`config.mk`:
```
export PLATFORM = sky130hd
export DESIGN_NAME = universal_shift_register
export DESIGN_NICKNAME = d
export VERILOG_FILES = /design/src/rtl/usr_pkg.sv /design/src/rtl/universal_shift_register_dff_ar.sv /design/src/rtl/universal_shift_register.sv
export SDC_FILE = /design/constraint.sdc
export NUM_CORES = 1
export LEC_CHECK = 0
export ABC_AREA = 1
export ABC_CLOCK_PERIOD_IN_PS = 2200
export BUFFER_PORTS_ARGS = -buffer_cell sky130_fd_sc_hd__buf_2
export CAP_MARGIN = 20
export CORE_UTILIZATION = 50
export DETAILED_ROUTE_END_ITERATION = 7
export PLACE_DENSITY = 0.77
export REMOVE_ABC_BUFFERS = 1
export SYNTH_ARGS = -nofsm -noshare
export SYNTH_HDL_FRONTEND = slang
export SYNTH_SLANG_ARGS = --single-unit
```
`constraint.sdc`:
```
create_clock -name clk -period 2.2 [get_ports clk]
set_input_delay 0.33 -clock clk [delete_from_list [all_inputs] [get_ports clk]]
set_output_delay 0.33 -clock clk [all_outputs]
set_load 0.05 [all_outputs]
```
`src/rtl/usr_pkg.sv`:
```
// Shared types and defaults for the universal shift register.
package usr_pkg;

  localparam int unsigned DEFAULT_WIDTH = 8;

  typedef enum logic [2:0] {
    MODE_HOLD = 3'b000,
    MODE_SHR  = 3'b001,
    MODE_SHL  = 3'b010,
    MODE_LOAD = 3'b011,
    MODE_ROR  = 3'b100,
    MODE_ROL  = 3'b101,
    MODE_INC  = 3'b110,
    MODE_DEC  = 3'b111
  } mode_t;

endpackage

```
`src/rtl/universal_shift_register_dff_ar.sv`:
```
// Single D flip-flop with asynchronous active-high reset to a per-cell value.
module dff_ar (
  input  logic clk,
  input  logic rst,
  input  logic rv,
  input  logic D,
  output logic Q,
  output logic notQ
);

  always_ff @(posedge clk or posedge rst) begin
    if (rst) Q <= rv;
    else     Q <= D;
  end

  assign notQ = ~Q;

endmodule

```
`src/rtl/universal_shift_register.sv`:
```
// Multi-mode register: hold, load, shift, rotate and up/down count over an
// array of async-reset flip-flop cells, with true/complement outputs.
module universal_shift_register
  import usr_pkg::*;
#(
  parameter int unsigned      WIDTH       = DEFAULT_WIDTH,
  parameter logic [WIDTH-1:0] RESET_VALUE = '0
) (
  input  logic             clk,
  input  logic             rst,
  input  logic             en,
  input  logic [2:0]       mode,
  input  logic [WIDTH-1:0] D,
  input  logic             sin,
  output logic [WIDTH-1:0] Q,
  output logic [WIDTH-1:0] notQ,
  output logic             sout,
  output logic             tc
);

  mode_t            op;
  logic [WIDTH-1:0] q_next;
  logic             sout_next;
  logic             sout_n;

  assign op = mode_t'(mode);

  // The sout hold path uses the cell's complement output, so both cell outputs are consumed.
  always_comb begin
    q_next    = Q;
    sout_next = ~sout_n;
    if (en) begin
      case (op)
        MODE_HOLD: ;
        MODE_SHR: begin
          q_next    = {sin, Q[WIDTH-1:1]};
          sout_next = Q[0];
        end
        MODE_SHL: begin
          q_next    = {Q[WIDTH-2:0], sin};
          sout_next = Q[WIDTH-1];
        end
        MODE_LOAD: q_next = D;
        MODE_ROR: begin
          q_next    = {Q[0], Q[WIDTH-1:1]};
          sout_next = Q[0];
        end
        MODE_ROL: begin
          q_next    = {Q[WIDTH-2:0], Q[WIDTH-1]};
          sout_next = Q[WIDTH-1];
        end
        MODE_INC: q_next = Q + 1'b1;
        MODE_DEC: q_next = Q - 1'b1;
        default:  ;
      endcase
    end
  end

  always_comb begin
    tc = 1'b0;
    if (op == MODE_INC) tc = &Q;
    if (op == MODE_DEC) tc = ~|Q;
  end

  for (genvar i = 0; i < WIDTH; i++) begin : g_bit
    dff_ar u_bit (
      .clk  (clk),
      .rst  (rst),
      .rv   (RESET_VALUE[i]),
      .D    (q_next[i]),
      .Q    (Q[i]),
      .notQ (notQ[i])
    );
  end

  dff_ar u_sout (
    .clk  (clk),
    .rst  (rst),
    .rv   (1'b0),
    .D    (sout_next),
    .Q    (sout),
    .notQ (sout_n)
  );

endmodule

```
==> metrics.txt <==
setup violators final=0; DP HPWL=2.51 mm; Row Count=16; Final Hold Fails=0; post-placement cell count=230; H-tree Lvls=1; vias in the first global route=1159; Crit. End Element=output port; Layout fillers=225; Ant. Diodes=0; synthesis-to-finish area growth=10.3%; core area=2040 sq um; Avg Inst Size Synth=6.15 sq um; Initial Util=55.7%; status=completed; via/cell ratio=5.74; overall power=0.978 mW; Pleak=0.719 nW; final hold slack=21.1 ps; Hold Crit Class=input port to asynchronous set/reset pin; DIE AREA=2470 sq um; fin crit share=92.6%; Initial DRT Pass Iterations=4; fin crit period=2040 ps; DRT Wirelength=3.14 mm; Max Cap Viol=0; RSZ-0062 raised after global routing=no; die width=49.7 um; Syn Inst Count=185; CTS root buf=clkbuf_4; # DRC=0; CTS buffer count=3; slowest cell on the critical path=dfrtp_1; GR Overflow Total=0; port bufs=32; share of layout cells above drive strength 1=24.2%; CTS tree=yes; CP cell instances=inv_1 > nand4_1 > nor4_1 > a32o_1 > buf_2; worst skew pair latency=260 ps; hold buffer count at cts=0; critical path class=flip-flop to output port; Seq/Total Area, Yosys=19.8%; Gates resized, CTS repair=0; first-pass GRT wire length=5.23 mm; Worst VDD drop=630 uV; Longest Clk Path Bufs=2; largest net degree at the start of global routing=11; CTS sink cnt=9; skew final=1.21 ps; required time worst endpoint=1870 ps; Yosys Warn Count=0; Max Freq=491 MHz; final RePlAce weighted congestion=0.929; WL/cell=13.4 um; pwr dens=780 nW/um^2; mapped cell area=1140 sq um; initial DRC count=81; Post-layout nets=224; max incr delay on CP=420 ps; Crit Path Max Fanout=7; Final Non-Filler Cells=234; Worst Setup Start Kind=flip-flop; Arr. time, crit path=1710 ps; Clock transition at path regs=60 ps; number of top-level pins=33; worst-margin pin slew=350 ps; total track usage=26.9%; area of the multi-input gates=697 sq um; Setup Buffers After CTS=0; antenna-violating nets left=0; die height=49.7 um; max_slew headroom=76.4%; initial antenna violation count=0; via count=1342; Storage cell area=225 sq um; flops & latches, synth=9; Netlist cell types=32; Max Slew Vio Count=0
-- worst paths after layout --
| check | start | endpoint | slack [ps] | cells after the start |
|---|---|---|---|---|
| min reg2reg | u_sout.Q$_DFFE_PP0P_ | u_sout.Q$_DFFE_PP0P_ | 520 | 2 |
| min in group clk | D[7] | g_bit[7].u_bit.Q$_DFFE_PP0P_ | 390 | 5 |
| max reg2reg | g_bit[1].u_bit.Q$_DFFE_PP0P_ | g_bit[4].u_bit.Q$_DFFE_PP0P_ | 360 | 13 |
| max in group asynchronous | rst | g_bit[6].u_bit.Q$_DFFE_PP0P_ | 1920 | 2 |
| min | rst | u_sout.Q$_DFFE_PP0P_ | 20 | 2 |
| max | g_bit[3].u_bit.Q$_DFFE_PP0P_ | tc | 160 | 5 |
-- cells in the final DEF, fill, tap and decap left out, drive strengths merged, types with 2 or more instances in the layout --
cell type  Yosys  routed
nor2           9       9
o21ai         10      10
clkbuf         0       4
a21oi          9       9
nor4           2       2
o31ai          2       2
buf           17      35
dfrtp          9       9
nand3         13      13
a22oi          2       2
nand2         68      68
nand4          2       2
inv           24      24
nor3           4       4
a221oi         5       5
-- worst max-delay path, delay by kind of cell, from the launching register on --
family	cells	cell delay [ps]
buffers and inverters	2	490
DFF	1	420
and+or+nand+nor	2	350
AOI/OAI and AO/OA	1	180
-- Yosys cell counts (all sizes together) --
| cell | number | area [sq um] |
|---|---|---|
| o211ai | 1 | 7.51 |
| a21oi | 9 | 45.0 |
| a31oi | 1 | 6.26 |
| o2111ai | 1 | 8.76 |
| nand2 | 68 | 275 |
| nor2 | 9 | 57.6 |
| a32o | 1 | 10.0 |
| or2 | 1 | 6.26 |
| o21bai | 1 | 11.3 |
| o31ai | 2 | 15.0 |
| nor3 | 4 | 20.0 |
| nand3b | 1 | 7.51 |
| dfrtp | 9 | 225 |
| nand3 | 13 | 70.1 |
| nor4 | 2 | 12.5 |
| o22ai | 1 | 6.26 |
| buf | 17 | 125 |
| o21ai | 10 | 53.8 |
| nand4 | 2 | 12.5 |
| a22oi | 2 | 15.0 |
| a221oi | 5 | 43.8 |
| ha | 1 | 12.5 |
| inv | 24 | 90.1 |
-- per-layer routing --
layer | up-vias | track usage [%] | wire length [um]
met5 | - | 0 | 0
met4 | 0 | 8.57 | 36
met3 | 6 | 1.54 | 331
met2 | 82 | 43.7 | 1420
met1 | 610 | 37.9 | 1360
li1 | 644 | - | -
-- final cells by class --
type	count	area share [%]
multi-input combinational	135	55.5
sequential	9	17.9
timing repair buffer	35	14.6
tap	27	2.69
inverter	24	7.18
clock buffer	4	2.09
-- cell families (layout without fill, tap and decap cells) --
family,Yosys count,in the layout,share of synthesized area [%]
compound gates,34,34,19.6
fa+ha+maj,1,1,1.10
buf+inv,41,63,18.9
flops,9,9,19.8
simple gates,100,100,40.6
-- metrics by stage --
step | setup slack, ps | utilization (%) | area, sq um | TNS (ps)
floorplan | -69.7 | - | 1010 | -76.0
global placement | 354 | 60.2 | 1230 | 0
detailed placement | 322 | 60.2 | 1230 | 0
CTS | 165 | 61.5 | 1250 | 0
global route | 42.0 | 61.5 | 1250 | 0
finish | 162 | 61.5 | 1250 | 0
-- report_power, final --
group / internal, mW / switching [mW]
Combinational: 0.151 / 0.451
Sequential: 0.198 / 0.0532
Clock: 0.0697 / 0.0551
Total: 0.419 / 0.560
-- state kept, by name, indices dropped and copies added (netlist names) --
signal / count
g_bit.u_bit.Q: 8
u_sout.Q: 1
(Power assumes the default switching activity.)
